[src/rtl/fifo_ctrl_pkg.sv]
// Shared definitions for the FIFO pointer/flag controller: pointer width,
// default depth and the status flag bundle.
package fifo_ctrl_pkg;

  localparam int unsigned DEF_AW = 4;
  localparam int unsigned DEPTH  = 2 ** DEF_AW;

  // Pointers carry one extra wrap bit so full and empty can be told apart.
  function automatic int unsigned ptr_w(input int unsigned aw);
    return aw + 1;
  endfunction

  typedef struct packed {
    logic full;
    logic empty;
    logic almost_full;
    logic almost_empty;
  } flags_t;

endpackage

[src/rtl/fifo_ctrl_counter.sv]
// Shared enable counter: K-bit up counter, wraps modulo 2^K, async reset.
module counter #(
  parameter int K = 5
) (
  input  logic         clk,
  input  logic         rst,
  input  logic         en,
  output logic [K-1:0] q
);

  always_ff @(posedge clk or posedge rst) begin
    if (rst) begin
      q <= '0;
    end else if (en) begin
      q <= q + K'(1);
    end
  end

endmodule

[src/rtl/fifo_ctrl.sv]
// Pointer and flag controller for the synchronous FIFO; drives the strobes
// and addresses of an external dual-port RAM with a registered read port.
module fifo_ctrl
  import fifo_ctrl_pkg::*;
#(
  parameter int AW     = 4,
  parameter int AF_THR = 12,
  parameter int AE_THR = 4
) (
  input  logic          clk,
  input  logic          rst,
  input  logic          wr_req,
  input  logic          rd_req,
  input  logic          clr_err,
  output logic          mem_we,
  output logic          mem_re,
  output logic [AW-1:0] waddr,
  output logic [AW-1:0] raddr,
  output logic          rd_valid,
  output logic          full,
  output logic          empty,
  output logic          almost_full,
  output logic          almost_empty,
  output logic [AW:0]   level,
  output logic          overflow,
  output logic          underflow
);

  localparam int PW = ptr_w(AW);

  logic [PW-1:0] wptr;
  logic [PW-1:0] rptr;
  logic          wr_acc;
  logic          rd_acc;
  flags_t        flags;

  // Handshake: a request is accepted in the cycle it is presented if the
  // accept term is high; a rejected request is dropped (never queued) and
  // raises the matching sticky error. Nothing is accepted while rst is high.
  assign wr_acc = wr_req & ~rst & (~flags.full | rd_req);
  assign rd_acc = rd_req & ~rst & ~flags.empty;

  counter #(.K(PW)) u_wcnt (
    .clk (clk),
    .rst (rst),
    .en  (wr_acc),
    .q   (wptr)
  );

  counter #(.K(PW)) u_rcnt (
    .clk (clk),
    .rst (rst),
    .en  (rd_acc),
    .q   (rptr)
  );

  // Flags depend only on the pointer registers, never on this cycle's requests.
  assign level              = wptr - rptr;
  assign flags.empty        = (wptr == rptr);
  assign flags.full         = (wptr[AW] != rptr[AW]) && (wptr[AW-1:0] == rptr[AW-1:0]);
  assign flags.almost_full  = (level >= PW'(AF_THR));
  assign flags.almost_empty = (level <= PW'(AE_THR));

  assign full         = flags.full;
  assign empty        = flags.empty;
  assign almost_full  = flags.almost_full;
  assign almost_empty = flags.almost_empty;

  assign mem_we = wr_acc;
  assign mem_re = rd_acc;
  assign waddr  = wptr[AW-1:0];
  assign raddr  = rptr[AW-1:0];

  // Set has priority over clear so an error in the clearing cycle is kept.
  always_ff @(posedge clk or posedge rst) begin
    if (rst) begin
      overflow  <= 1'b0;
      underflow <= 1'b0;
      rd_valid  <= 1'b0;
    end else begin
      overflow  <= (wr_req & ~wr_acc) | (overflow  & ~clr_err);
      underflow <= (rd_req & ~rd_acc) | (underflow & ~clr_err);
      rd_valid  <= rd_acc;
    end
  end

endmodule

[config.mk]
export PLATFORM = sky130hd
export DESIGN_NAME = fifo_ctrl
export DESIGN_NICKNAME = d
export VERILOG_FILES = /design/src/rtl/fifo_ctrl_pkg.sv /design/src/rtl/fifo_ctrl_counter.sv /design/src/rtl/fifo_ctrl.sv
export SDC_FILE = /design/constraint.sdc
export NUM_CORES = 1
export LEC_CHECK = 0
export BUFFER_PORTS_ARGS = -buffer_cell sky130_fd_sc_hd__buf_2
export CAP_MARGIN = 10
export CORE_ASPECT_RATIO = 0.75
export CORE_UTILIZATION = 40
export CTS_BUF_LIST = sky130_fd_sc_hd__clkbuf_4 sky130_fd_sc_hd__clkbuf_8
export CTS_CLUSTER_DIAMETER = 80
export DETAILED_ROUTE_END_ITERATION = 6
export GPL_TIMING_DRIVEN = 0
export PLACE_DENSITY = 0.68
export SLEW_MARGIN = 20
export SYNTH_ARGS = -nofsm -noshare
export SYNTH_HDL_FRONTEND = slang
export SYNTH_HIERARCHICAL = 1
export SYNTH_SLANG_ARGS = --single-unit
[constraint.sdc]
create_clock -name clk -period 2.1 [get_ports clk]
set_clock_uncertainty 0.1 [all_clocks]
set_input_delay 0.21 -clock clk [delete_from_list [all_inputs] [get_ports clk]]
set_output_delay 0.21 -clock clk [all_outputs]
set_load 0.02 [all_outputs]
==> metrics.json, run 1 <==
{
  "cpMaxStageDelayCell": {"value": "sky130_fd_sc_hd__fa_2"},
  "cp_max_fo": {"value": 2},
  "wl_final": {"value": 2250, "unit": "um"},
  "worst_r2r_startpoint": {"value": "u_wcnt/q[2]$_DFFE_PP0P_"},
  "buf_inv_stages_crit_path": {"value": 2},
  "synthDistinctLibCells": {"value": 28},
  "cts_buffer_depth": {"value": 2},
  "dominant_cells_by_area_after_synthesis": {"value": "sky130_fd_sc_hd__dfrtp_1 (39%), sky130_fd_sc_hd__xnor2_1 (9.5%), sky130_fd_sc_hd__ha_1 (9.0%), sky130_fd_sc_hd__inv_1 (7.2%), sky130_fd_sc_hd__nand4_1 (3.8%)"},
  "worst_path_largest_cell_delay": {"value": 530, "unit": "ps"},
  "worstHoldStart": {"value": "clr_err"},
  "numCtsBuffers": {"value": 3},
  "clock_tree.root_cell": {"value": "sky130_fd_sc_hd__clkbuf_4"},
  "route.met3.wl": {"value": 116, "unit": "um"},
  "fin_crit_sh": {"value": 1.19},
  "critical-path-top-delay-family": {"value": "adder cells"},
  "synthCells": {"value": 85},
  "topRoutingLayerUsed": {"value": "met4"},
  "post-route-drc-count": {"value": 0},
  "syn_avg_cell_area": {"value": 9.79, "unit": "sq um"},
  "wire_per_inst": {"value": 14.6, "unit": "um"},
  "maxCapViolations": {"value": 0},
  "clkLatencyLatePin": {"value": 280, "unit": "ps"},
  "final_max_slew_viol_count": {"value": 0},
  "global_router_s_overall_resource_usage": {"value": 0.199},
  "timing.reg2reg.setup_slack": {"value": -30, "unit": "ps"},
  "place_worst_setup_slack": {"value": -273, "unit": "ps"},
  "grt_total_ovfl": {"value": 0},
  "yosysWarningCount": {"value": 6},
  "synth.mux.area_fraction": {"value": 0.0391},
  "synth_top_cell_area_share": {"value": 0.391},
  "synth_area_in_compound_gates": {"value": 0.0947},
  "diodes_inserted": {"value": 0},
  "grt_max_degree": {"value": 9},
  "gpl.final_weighted_congestion": {"value": 0.797},
  "width_of_the_die": {"value": 54.7, "unit": "um"},
  "antenna_found_initial": {"value": 0},
  "worstMarginPinSlew": {"value": 431, "unit": "ps"},
  "wl_met2": {"value": 1100, "unit": "um"},
  "whs": {"value": 27.6, "unit": "ps"},
  "critPathMostFrequentCell": {"value": "sky130_fd_sc_hd__o21ai_2"},
  "num_rows": {"value": 13},
  "setup-violations-final": {"value": 8},
  "grt_pass1_wl": {"value": 3170, "unit": "um"},
  "design.die.area": {"value": 2270, "unit": "sq um"},
  "xor_xnor_cell_area_share_of_the_yosys_netlist": {"value": 0.126},
  "final-hold-violation-count": {"value": 0},
  "dpl.cell_count": {"value": 133},
  "die_y": {"value": 41.5, "unit": "um"},
  "period_minus_slack": {"value": 2500, "unit": "ps"},
  "worstPathRequired": {"value": 1790, "unit": "ps"},
  "fin_ws": {"value": -397, "unit": "ps"},
  "ys_ff_latch": {"value": 13},
  "drt_iter0_markers": {"value": 18},
  "relSlewSlack": {"value": 0.713},
  "synthSimpleGateAreaFrac": {"value": 0.140},
  "worst_ep_arrival_time": {"value": 2190, "unit": "ps"},
  "core_area": {"value": 1840, "unit": "sq um"},
  "failed_checks": {"value": "negative setup slack"},
  "timing_worst_setup_path_type": {"value": "reg -> out"},
  "synth_area": {"value": 832, "unit": "sq um"},
  "layout.nets": {"value": 145},
  "number_of_cells_traversed_by_the_worst_hold_path": {"value": 2},
  "tritoncts_num_sinks": {"value": 13},
  "drive_gt1_frac": {"value": 0.598},
  "max_freq": {"value": 0.401, "unit": "GHz"},
  "synthAdderAreaFrac": {"value": 0.114},
  "port_buffers": {"value": 26},
  "cell_count_final_fillers_out": {"value": 154},
  "hold_path_end": {"value": "overflow$_DFF_PP0_"},
  "detailedPlacementHpwl": {"value": 1380, "unit": "um"},
  "ff_to_ff_end": {"value": "u_wcnt/q[1]$_DFFE_PP0P_"},
  "endpoint_class_of_the_critical_path": {"value": "output port"},
  "cts_max_level": {"value": 1},
  "cts_tree": {"value": "built"},
  "detail_route.first_pass.iterations": {"value": 5},
  "dominant_combinational_cell_family_by_area_after_synthesis": {"value": "simple AND/OR/NAND/NOR gates"},
  "yosysSeqAreaShare": {"value": 0.391},
  "path_clk_slew": {"value": 80, "unit": "ps"},
  "initial_utilization": {"value": 0.453},
  "tightest_hold_check_type": {"value": "in -> reg"},
  "top_level_ports": {"value": 27},
  "vias": {"value": 778},
  "wirelength_met1": {"value": 1030, "unit": "um"},
  "route.antenna.remaining_nets": {"value": 0},
  "rsz_0062_raised_after_global_routing": {"value": "true"},
  "synth_fp_nets": {"value": 97},
  "ff2ff_path_depth": {"value": 9},
  "critical_path_startpoint_category": {"value": "flip-flop"},
  "syn2layout_area_growth": {"value": 65.7, "unit": "%"},
  "avgViaCountPerCell": {"value": 5.05},
  "first_global_vias": {"value": 740},
  "synthDominantAreaCellType": {"value": "sky130_fd_sc_hd__dfrtp_1"},
  "crit_chain": {"value": "ha_4, fa_2, inv_2, o21ai_2, o21ai_2, a2111oi_4, buf_4"},
  "status": {"value": "finished with violations"}
}
[layout make-up]
type / instances / area, sq um
inverters: 16 / 60.1
clock buffers: 4 / 30.0
repair buffers: 43 / 314
well taps: 22 / 27.5
multi-input cells: 54 / 588
flip-flops and latches: 13 / 334
fillers: 122 / 459
plain buffers: 2 / 25.0
[layer usage]
metal | track usage | vias to the layer above
li1 | - | 373
met1 | 0.259 | 380
met2 | 0.304 | 23
met3 | 0.0769 | 2
met4 | 0.0462 | 0
met5 | 0 | -
[how the worst max path moves through the flow]
stage / cells past startpoint / startpoint / to / slack, ps
floorplan: 7 / u_wcnt/q[0]$_DFFE_PP0P_ / almost_full / -250
global placement: 7 / u_rcnt/q[0]$_DFFE_PP0P_ / almost_full / -250
detailed placement: 7 / u_rcnt/q[0]$_DFFE_PP0P_ / almost_full / -270
CTS: 7 / u_rcnt/q[0]$_DFFE_PP0P_ / almost_empty / -390
global route: 7 / u_rcnt/q[0]$_DFFE_PP0P_ / almost_empty / -460
finish: 7 / u_rcnt/q[0]$_DFFE_PP0P_ / almost_empty / -400
[sequential cells by signal, summed over array words and instances (netlist names)]
signal     cells
u_rcnt/q       5
u_wcnt/q       5
overflow       1
rd_valid       1
underflow      1
[per-stage QoR]
step	cell area, sq um	utilization	setup TNS, ps
6_report	1380	0.750	-1190
5_1_grt	1380	0.750	-1890
4_1_cts	1270	0.693	-894
3_5_place_dp	1070	0.584	-542
3_3_place_gp	1070	0.584	-451
2_1_floorplan	916	-	-747
[synth_stat cells (all sizes together)]
| cell | n |
|---|---|
| inv | 16 |
| dfrtp | 13 |
| xnor2 | 9 |
| ha | 6 |
| nand4 | 5 |
| nor2 | 4 |
| o21ai | 4 |
| a21oi | 3 |
| nand2 | 3 |
| xor2 | 3 |
| mux2 | 2 |
| nor2b | 2 |
| a2111o | 1 |
| a2111oi | 1 |
| a21o | 1 |
| and2 | 1 |
| and3b | 1 |
| buf | 1 |
| clkbuf | 1 |
| fa | 1 |
| mux2i | 1 |
| nand2b | 1 |
| nand3 | 1 |
| nand3b | 1 |
| nor3 | 1 |
| nor3b | 1 |
| o22ai | 1 |
[worst register-to-register path: cells and delay by family (launching register included)]
| family | cells | cell delay, ps |
|---|---|---|
| AND/OR/NAND/NOR | 3 | 510 |
| flip-flops | 1 | 430 |
| buffers and inverters | 3 | 330 |
| multiplexers | 1 | 290 |
| adder cells (fa/ha/maj) | 1 | 270 |
| AO/OA/AOI/OAI | 1 | 80 |
[logic make-up after synthesis]
group                      after synthesis
xor gates and xnor gates                12
DFF                                     13
muxes                                    3
adders and majority gates                7
buffers and inverters                   18
and+or+nand+nor                         21
AOI/OAI and AO/OA                       11
[placed cells by master, fill, tap and decap left out, types with 3 or more instances in the layout]
master,count
sky130_fd_sc_hd__buf_6,10
sky130_fd_sc_hd__inv_1,13
sky130_fd_sc_hd__dfrtp_1,6
sky130_fd_sc_hd__buf_4,15
sky130_fd_sc_hd__inv_2,3
sky130_fd_sc_hd__nand2_1,3
sky130_fd_sc_hd__nand4_1,5
sky130_fd_sc_hd__dfrtp_2,7
sky130_fd_sc_hd__nor2_1,3
sky130_fd_sc_hd__buf_2,18
sky130_fd_sc_hd__xnor2_1,8
sky130_fd_sc_hd__clkbuf_4,4
sky130_fd_sc_hd__ha_4,4
[what timing repair did]
| item | in CTS | in global routing |
|---|---|---|
| pin swaps | 9 | 4 |
| gates cloned | 0 | 0 |
| endpoints found under the setup margin | 9 | 8 |
| hold buffers | 1 | 0 |
| resized for setup | 18 | 17 |
| endpoints found under the hold margin | 13 | 0 |
| buffers inserted | 12 | 4 |
Power of run 1 is not shown: default switching activity piles up to over one toggle a cycle in this logic, so the estimate is an artifact.
==> inputs of run 2 (changes only) <==
--- a/config.mk
+++ b/config.mk
@@ -8,12 +8,11 @@
 export BUFFER_PORTS_ARGS = -buffer_cell sky130_fd_sc_hd__buf_2
 export CAP_MARGIN = 10
 export CORE_ASPECT_RATIO = 0.75
-export CORE_UTILIZATION = 40
+export CORE_UTILIZATION = 25
 export CTS_BUF_LIST = sky130_fd_sc_hd__clkbuf_4 sky130_fd_sc_hd__clkbuf_8
 export CTS_CLUSTER_DIAMETER = 80
 export DETAILED_ROUTE_END_ITERATION = 6
 export GPL_TIMING_DRIVEN = 0
-export PLACE_DENSITY = 0.68
 export SLEW_MARGIN = 20
 export SYNTH_ARGS = -nofsm -noshare
 export SYNTH_HDL_FRONTEND = slang
==> constraint.sdc (replaced) <==
create_clock -name clk -period 2.05 [get_ports clk]
set_clock_uncertainty 0.1 [all_clocks]
set_input_delay 0.205 -clock clk [delete_from_list [all_inputs] [get_ports clk]]
set_output_delay 0.205 -clock clk [all_outputs]
set_load 0.02 [all_outputs]
==> metrics.json, run 2 (synthesis results as in run 1) <==
{
  "worstPathRequired": {"value": 1750, "unit": "ps", "change": "was 1790 ps"},
  "grt_total_ovfl": {"value": 0, "change": "unchanged"},
  "worstMarginPinSlew": {"value": 372, "unit": "ps", "change": "was 431 ps"},
  "relSlewSlack": {"value": 0.751, "change": "was 0.713"},
  "gpl.final_weighted_congestion": {"value": 0.729, "change": "was 0.797"},
  "post-route-drc-count": {"value": 0, "change": "unchanged"},
  "final_max_slew_viol_count": {"value": 0, "change": "unchanged"},
  "numCtsBuffers": {"value": 3, "change": "unchanged"},
  "critical_path_startpoint_category": {"value": "flip-flop", "change": "unchanged"},
  "avgViaCountPerCell": {"value": 4.47, "change": "was 5.05"},
  "antenna_found_initial": {"value": 0, "change": "unchanged"},
  "cts_tree": {"value": "built", "change": "unchanged"},
  "wire_per_inst": {"value": 13.3, "unit": "um", "change": "was 14.6 um"},
  "buf_inv_stages_crit_path": {"value": 1, "change": "was 2"},
  "grt_pass1_wl": {"value": 3580, "unit": "um", "change": "was 3170 um"},
  "post_dp_cell_area": {"value": 1090, "unit": "sq um", "change": "was 1070 sq um"},
  "failed_checks": {"value": "negative setup slack", "change": "unchanged"},
  "tritoncts_num_sinks": {"value": 13, "change": "unchanged"},
  "critical-path-top-delay-family": {"value": "compound AO/OA/AOI/OAI gates", "change": "was adder cells"},
  "initial_utilization": {"value": 0.274, "change": "was 0.453"},
  "worst_path_largest_cell_delay": {"value": 430, "unit": "ps", "change": "was 530 ps"},
  "fillCellCount": {"value": 281, "change": "was 122"},
  "status": {"value": "finished with violations", "change": "unchanged"},
  "fin_ws": {"value": -444, "unit": "ps", "change": "was -397 ps"},
  "layout_commonest_cell": {"value": "sky130_fd_sc_hd__buf_4", "change": "was sky130_fd_sc_hd__buf_2"},
  "cp_max_fo": {"value": 3, "change": "was 2"},
  "rsz_0062_raised_after_global_routing": {"value": "true", "change": "unchanged"},
  "endpoint_class_of_the_critical_path": {"value": "output port", "change": "unchanged"},
  "first_global_vias": {"value": 769, "change": "was 740"},
  "grt_max_degree": {"value": 9, "change": "unchanged"},
  "vias": {"value": 765, "change": "was 778"},
  "syn2layout_area_growth": {"value": 66.5, "unit": "%", "change": "was 65.7%"},
  "cts_max_level": {"value": 1, "change": "unchanged"},
  "clkLatencyLatePin": {"value": 240, "unit": "ps", "change": "was 280 ps"},
  "finish.instance_area": {"value": 1390, "unit": "sq um", "change": "was 1380 sq um"},
  "path_clk_slew": {"value": 60, "unit": "ps", "change": "was 80 ps"},
  "clock_tree.root_cell": {"value": "sky130_fd_sc_hd__clkbuf_8", "change": "was sky130_fd_sc_hd__clkbuf_4"},
  "num_rows": {"value": 17, "change": "was 13"},
  "cpMaxStageDelayCell": {"value": "sky130_fd_sc_hd__dfrtp_2", "change": "was sky130_fd_sc_hd__fa_2"},
  "layout.nets": {"value": 146, "change": "was 145"},
  "crit_chain": {"value": "ha_4, fa_2, nand2b_4, a21oi_4, xnor2_4, a2111oi_4, buf_4", "change": "was ha_4, fa_2, inv_2, o21ai_2, o21ai_2, a2111oi_4, buf_4"},
  "detailedPlacementHpwl": {"value": 1530, "unit": "um", "change": "was 1380 um"},
  "die_y": {"value": 52.0, "unit": "um", "change": "was 41.5 um"},
  "detail_route.first_pass.iterations": {"value": 4, "change": "was 5"},
  "drt_iter0_markers": {"value": 52, "change": "was 18"},
  "diodes_inserted": {"value": 0, "change": "unchanged"},
  "place_worst_setup_slack": {"value": -333, "unit": "ps", "change": "was -273 ps"},
  "tightest_hold_check_type": {"value": "in -> reg", "change": "unchanged"},
  "global_router_s_overall_resource_usage": {"value": 0.143, "change": "was 0.199"},
  "worst_ep_arrival_time": {"value": 2190, "unit": "ps", "change": "about the same"},
  "setup-violations-final": {"value": 4, "change": "was 8"},
  "top_level_ports": {"value": 27, "change": "unchanged"},
  "timing_worst_setup_path_type": {"value": "reg -> out", "change": "unchanged"},
  "final-hold-violation-count": {"value": 0, "change": "unchanged"},
  "most-common-layout-cells": {"value": "sky130_fd_sc_hd__buf_4 (22), sky130_fd_sc_hd__buf_2 (20), sky130_fd_sc_hd__inv_1 (13)", "change": "was sky130_fd_sc_hd__buf_2 (18), sky130_fd_sc_hd__buf_4 (15), sky130_fd_sc_hd__inv_1 (13)"},
  "maxCapViolations": {"value": 0, "change": "unchanged"},
  "largestRegisters": {"value": "u_rcnt/q (5), u_wcnt/q (5)", "change": "unchanged"},
  "port_buffers": {"value": 26, "change": "unchanged"},
  "design.die.area": {"value": 3570, "unit": "sq um", "change": "was 2270 sq um"},
  "max_freq": {"value": 0.401, "unit": "GHz"},
  "core_area": {"value": 3040, "unit": "sq um", "change": "was 1840 sq um"},
  "width_of_the_die": {"value": 68.6, "unit": "um", "change": "was 54.7 um"},
  "period_minus_slack": {"value": 2490, "unit": "ps"},
  "wl_final": {"value": 2280, "unit": "um", "change": "was 2250 um"},
  "cts_buffer_depth": {"value": 2, "change": "unchanged"},
  "drive_gt1_frac": {"value": 0.594, "change": "was 0.598"},
  "fin_crit_sh": {"value": 1.22},
  "route.antenna.remaining_nets": {"value": 0, "change": "unchanged"}
}
run 2: per-stage QoR:
step,TNS (ps),hold slack (ps),cells,util
2_1_floorplan,-1130,-141,85,-
3_3_place_gp,-602,39.2,149,0.360
3_5_place_dp,-795,45.7,149,0.360
4_1_cts,-1020,57.4,170,0.436
5_1_grt,-1390,71.0,171,0.455
6_report,-1080,59.3,171,0.455
run 2: layer usage:
layer  track usage  share of wire  up-vias
met5             0              0        -
met4        0.0313         0.0053        0
met3        0.0548          0.052        2
met2         0.227           0.47       18
met1         0.182           0.47      369
li1              -              -      376
run 2: area by class of cell:
cell class | instances | area (sq um) | area share
multi-input combinational | 54 | 584 | 0.422
sequential | 13 | 335 | 0.242
timing repair buffer | 46 | 309 | 0.223
inverter | 16 | 60.1 | 0.0434
clock buffer | 4 | 48.8 | 0.0352
tap | 38 | 47.5 | 0.0343
run 2: what timing repair did:
item | in CTS | in global routing
hold endpoints to repair | 13 | 0
pin swaps | 8 | 5
hold buffers | 1 | 0
endpoints found under the setup margin | 10 | 11
setup buffers | 16 | 3
resized for setup | 10 | 13
run 2: final timing paths:
| path | from | endpoint | slack, ps | cells past startpoint |
|---|---|---|---|---|
| worst max-delay path | u_rcnt/q[0]$_DFFE_PP0P_ | almost_empty | -440 | 7 |
| worst min-delay path | clr_err | overflow$_DFF_PP0_ | 60 | 2 |
| worst max register to register | u_wcnt/q[2]$_DFFE_PP0P_ | u_wcnt/q[1]$_DFFE_PP0P_ | 70 | 7 |
| worst min register to register | u_wcnt/q[4]$_DFFE_PP0P_ | u_wcnt/q[4]$_DFFE_PP0P_ | 420 | 1 |
| max in group asynchronous | rst | u_wcnt/q[3]$_DFFE_PP0P_ | 1250 | 3 |
| min in group asynchronous | rst | rd_valid$_DFF_PP0_ | 360 | 3 |
Power of run 2 is left out for the same reason.
==> inputs of run 3 (changes only) <==
--- a/config.mk
+++ b/config.mk
@@ -6,9 +6,8 @@
 export NUM_CORES = 1
 export LEC_CHECK = 0
 export BUFFER_PORTS_ARGS = -buffer_cell sky130_fd_sc_hd__buf_2
-export CAP_MARGIN = 10
 export CORE_ASPECT_RATIO = 0.75
-export CORE_UTILIZATION = 25
+export CORE_UTILIZATION = 35
 export CTS_BUF_LIST = sky130_fd_sc_hd__clkbuf_4 sky130_fd_sc_hd__clkbuf_8
 export CTS_CLUSTER_DIAMETER = 80
 export DETAILED_ROUTE_END_ITERATION = 6
==> metrics.json, run 3 (synthesis results as in run 1) <==
{
  "core_area": {"value": 2120, "unit": "sq um", "change": "was 3040 sq um"},
  "final-hold-violation-count": {"value": 0, "change": "unchanged"},
  "design.die.area": {"value": 2580, "unit": "sq um", "change": "was 3570 sq um"},
  "first_global_vias": {"value": 703, "change": "was 769"},
  "fin_crit_sh": {"value": 1.21, "change": "was 1.22"},
  "drt_iter0_markers": {"value": 15, "change": "was 52"},
  "status": {"value": "finished with violations", "change": "unchanged"},
  "fillCellCount": {"value": 186, "change": "was 281"},
  "top_level_ports": {"value": 27, "change": "unchanged"},
  "grt_pass1_wl": {"value": 3210, "unit": "um", "change": "was 3580 um"},
  "timing.reg2reg.setup_slack": {"value": 80, "unit": "ps", "change": "was 70 ps"},
  "cts_max_level": {"value": 1, "change": "unchanged"},
  "avgViaCountPerCell": {"value": 4.54, "change": "was 4.47"},
  "diodes_inserted": {"value": 0, "change": "unchanged"},
  "failed_checks": {"value": "negative setup slack", "change": "unchanged"},
  "worstSetupStartpoint": {"value": "u_rcnt/q[0]$_DFFE_PP0P_", "change": "unchanged"},
  "critical_path_startpoint_category": {"value": "flip-flop", "change": "unchanged"},
  "endpoint_class_of_the_critical_path": {"value": "output port", "change": "unchanged"},
  "wl_final": {"value": 1990, "unit": "um", "change": "was 2280 um"},
  "finish.instance_area": {"value": 1320, "unit": "sq um", "change": "was 1390 sq um"},
  "final_max_slew_viol_count": {"value": 0, "change": "unchanged"},
  "layout_commonest_cell": {"value": "sky130_fd_sc_hd__buf_2", "change": "was sky130_fd_sc_hd__buf_4"},
  "crit_chain": {"value": "ha_4, fa_2, nand2b_4, a21oi_4, xnor2_4, a2111o_1, buf_6", "change": "was ha_4, fa_2, nand2b_4, a21oi_4, xnor2_4, a2111oi_4, buf_4"},
  "path_clk_slew": {"value": 80, "unit": "ps", "change": "was 60 ps"},
  "numCtsBuffers": {"value": 3, "change": "unchanged"},
  "detail_route.first_pass.iterations": {"value": 4, "change": "unchanged"},
  "setup-violations-final": {"value": 5, "change": "was 4"},
  "relSlewSlack": {"value": 0.751, "change": "about the same"},
  "ff2ff_path_depth": {"value": 8, "change": "was 7"},
  "tritoncts_num_sinks": {"value": 13, "change": "unchanged"},
  "vias": {"value": 731, "change": "was 765"},
  "die_y": {"value": 44.2, "unit": "um", "change": "was 52.0 um"},
  "port_buffers": {"value": 26, "change": "unchanged"},
  "largestRegisters": {"value": "u_rcnt/q (5), u_wcnt/q (5)", "change": "unchanged"},
  "cts_tree": {"value": "built", "change": "unchanged"},
  "cp_max_fo": {"value": 4, "change": "was 3"},
  "initial_utilization": {"value": 0.393, "change": "was 0.274"},
  "ff_to_ff_end": {"value": "u_wcnt/q[1]$_DFFE_PP0P_", "change": "unchanged"},
  "rsz_0062_raised_after_global_routing": {"value": "true", "change": "unchanged"},
  "worstMarginPinSlew": {"value": 372, "unit": "ps", "change": "about the same"},
  "critical-path-top-delay-family": {"value": "adder cells", "change": "was compound AO/OA/AOI/OAI gates"},
  "number_of_cells_traversed_by_the_worst_hold_path": {"value": 2, "change": "unchanged"},
  "cts_buffer_depth": {"value": 2, "change": "unchanged"},
  "layout.nets": {"value": 142, "change": "was 146"},
  "worstPathRequired": {"value": 1750, "unit": "ps", "change": "about the same"},
  "wire_per_inst": {"value": 12.4, "unit": "um", "change": "was 13.3 um"},
  "antenna_found_initial": {"value": 0, "change": "unchanged"},
  "grt_max_degree": {"value": 9, "change": "unchanged"},
  "clock_tree.root_cell": {"value": "sky130_fd_sc_hd__clkbuf_4", "change": "was sky130_fd_sc_hd__clkbuf_8"},
  "post-route-drc-count": {"value": 0, "change": "unchanged"},
  "syn2layout_area_growth": {"value": 58.0, "unit": "%", "change": "was 66.5%"},
  "maxCapViolations": {"value": 0, "change": "unchanged"},
  "detailedPlacementHpwl": {"value": 1380, "unit": "um", "change": "was 1530 um"},
  "width_of_the_die": {"value": 58.3, "unit": "um", "change": "was 68.6 um"},
  "tightest_hold_check_type": {"value": "in -> reg", "change": "unchanged"},
  "worst_path_largest_cell_delay": {"value": 440, "unit": "ps", "change": "was 430 ps"},
  "global_router_s_overall_resource_usage": {"value": 0.175, "change": "was 0.143"},
  "fin_ws": {"value": -421, "unit": "ps", "change": "was -444 ps"},
  "cpMaxStageDelayCell": {"value": "sky130_fd_sc_hd__dfrtp_2", "change": "unchanged"},
  "clkLatencyLatePin": {"value": 290, "unit": "ps", "change": "was 240 ps"},
  "max_freq": {"value": 0.405, "unit": "GHz", "change": "was 0.401 GHz"},
  "drive_gt1_frac": {"value": 0.574, "change": "was 0.594"},
  "period_minus_slack": {"value": 2470, "unit": "ps", "change": "was 2490 ps"},
  "timing_worst_setup_path_type": {"value": "reg -> out", "change": "unchanged"},
  "worst_r2r_startpoint": {"value": "u_wcnt/q[3]$_DFFE_PP0P_", "change": "was u_wcnt/q[2]$_DFFE_PP0P_"},
  "num_rows": {"value": 14, "change": "was 17"},
  "hold_path_end": {"value": "overflow$_DFF_PP0_", "change": "unchanged"},
  "route.antenna.remaining_nets": {"value": 0, "change": "unchanged"},
  "gpl.final_weighted_congestion": {"value": 0.695, "change": "was 0.729"},
  "worst_ep_arrival_time": {"value": 2170, "unit": "ps", "change": "was 2190 ps"},
  "worstHoldStart": {"value": "clr_err", "change": "unchanged"},
  "buf_inv_stages_crit_path": {"value": 1, "change": "unchanged"},
  "grt_total_ovfl": {"value": 0, "change": "unchanged"},
  "most-common-layout-cells": {"value": "sky130_fd_sc_hd__buf_2 (22), sky130_fd_sc_hd__buf_4 (14), sky130_fd_sc_hd__inv_1 (13)", "change": "was sky130_fd_sc_hd__buf_4 (22), sky130_fd_sc_hd__buf_2 (20), sky130_fd_sc_hd__inv_1 (13)"},
  "post_dp_cell_area": {"value": 1090, "unit": "sq um", "change": "about the same"}
}
==> run 3: changes by cell type in the layout (fill, tap and decap cells not counted), moves of 2 or more <==
cell	change
sky130_fd_sc_hd__o21ai_2	+2
sky130_fd_sc_hd__clkbuf_4	+3
sky130_fd_sc_hd__clkbuf_8	-3
sky130_fd_sc_hd__buf_4	-8
sky130_fd_sc_hd__buf_2	+2
==> run 3: final cells by class <==
cell class,instances,area [sq um],share of cell area
multi-input combinational,54,566,0.430
sequential,13,334,0.254
timing repair buffer,40,259,0.197
inverter,16,60.1,0.0457
tap,32,40.0,0.0304
clock buffer,4,30.0,0.0228
buffer,2,26.3,0.0200
==> run 3: worst reg2reg max path: stages (launching register included) <==
cell and delay, ps:
sky130_fd_sc_hd__dfrtp_2 440, sky130_fd_sc_hd__ha_4 250, sky130_fd_sc_hd__buf_8 130, sky130_fd_sc_hd__nand4_1 120, sky130_fd_sc_hd__nor2b_2 70, sky130_fd_sc_hd__a21oi_2 150, sky130_fd_sc_hd__and2_4 160, sky130_fd_sc_hd__buf_4 130
sky130_fd_sc_hd__mux2_2 320
==> run 3: timing repair <==
action,in CTS,in global routing
hold buffers,1,0
pin swaps,9,0
hold endpoints to repair,13,0
setup endpoints to repair,11,10
buffers inserted,11,2
gates resized for setup,14,7
gates cloned,0,0
==> run 3: metal layers <==
metal | wire length (um) | part of all wire | track usage | up-vias
met5 | 0 | 0 | 0 | -
met4 | 15 | 0.0075 | 0.0571 | 0
met3 | 78 | 0.039 | 0.0614 | 3
met2 | 891 | 0.45 | 0.267 | 16
met1 | 1000 | 0.50 | 0.235 | 343
li1 | - | - | - | 369
==> run 3: metrics by stage <==
stage               hold slack [ps]  utilization  std cells  setup TNS (ps)  setup slack (ps)
floorplan                      -141            -         85           -1130              -292
global placement               41.1        0.512        143            -642              -308
detailed placement             46.2        0.512        143            -680              -312
CTS                            11.0        0.600        159           -1150              -427
global route                  0.882        0.620        161           -1730              -506
finish                         9.58        0.620        161           -1110              -421
==> run 3: worst max path at each step <==
| stage | to | slack, ps | cells after the start |
|---|---|---|---|
| 2_1_floorplan | almost_full | -290 | 7 |
| 3_3_place_gp | almost_full | -310 | 7 |
| 3_5_place_dp | almost_full | -310 | 7 |
| 4_1_cts | almost_empty | -430 | 7 |
| 5_1_grt | almost_full | -510 | 7 |
| 6_report | almost_full | -420 | 7 |
Power of run 3 is left out for the same reason.
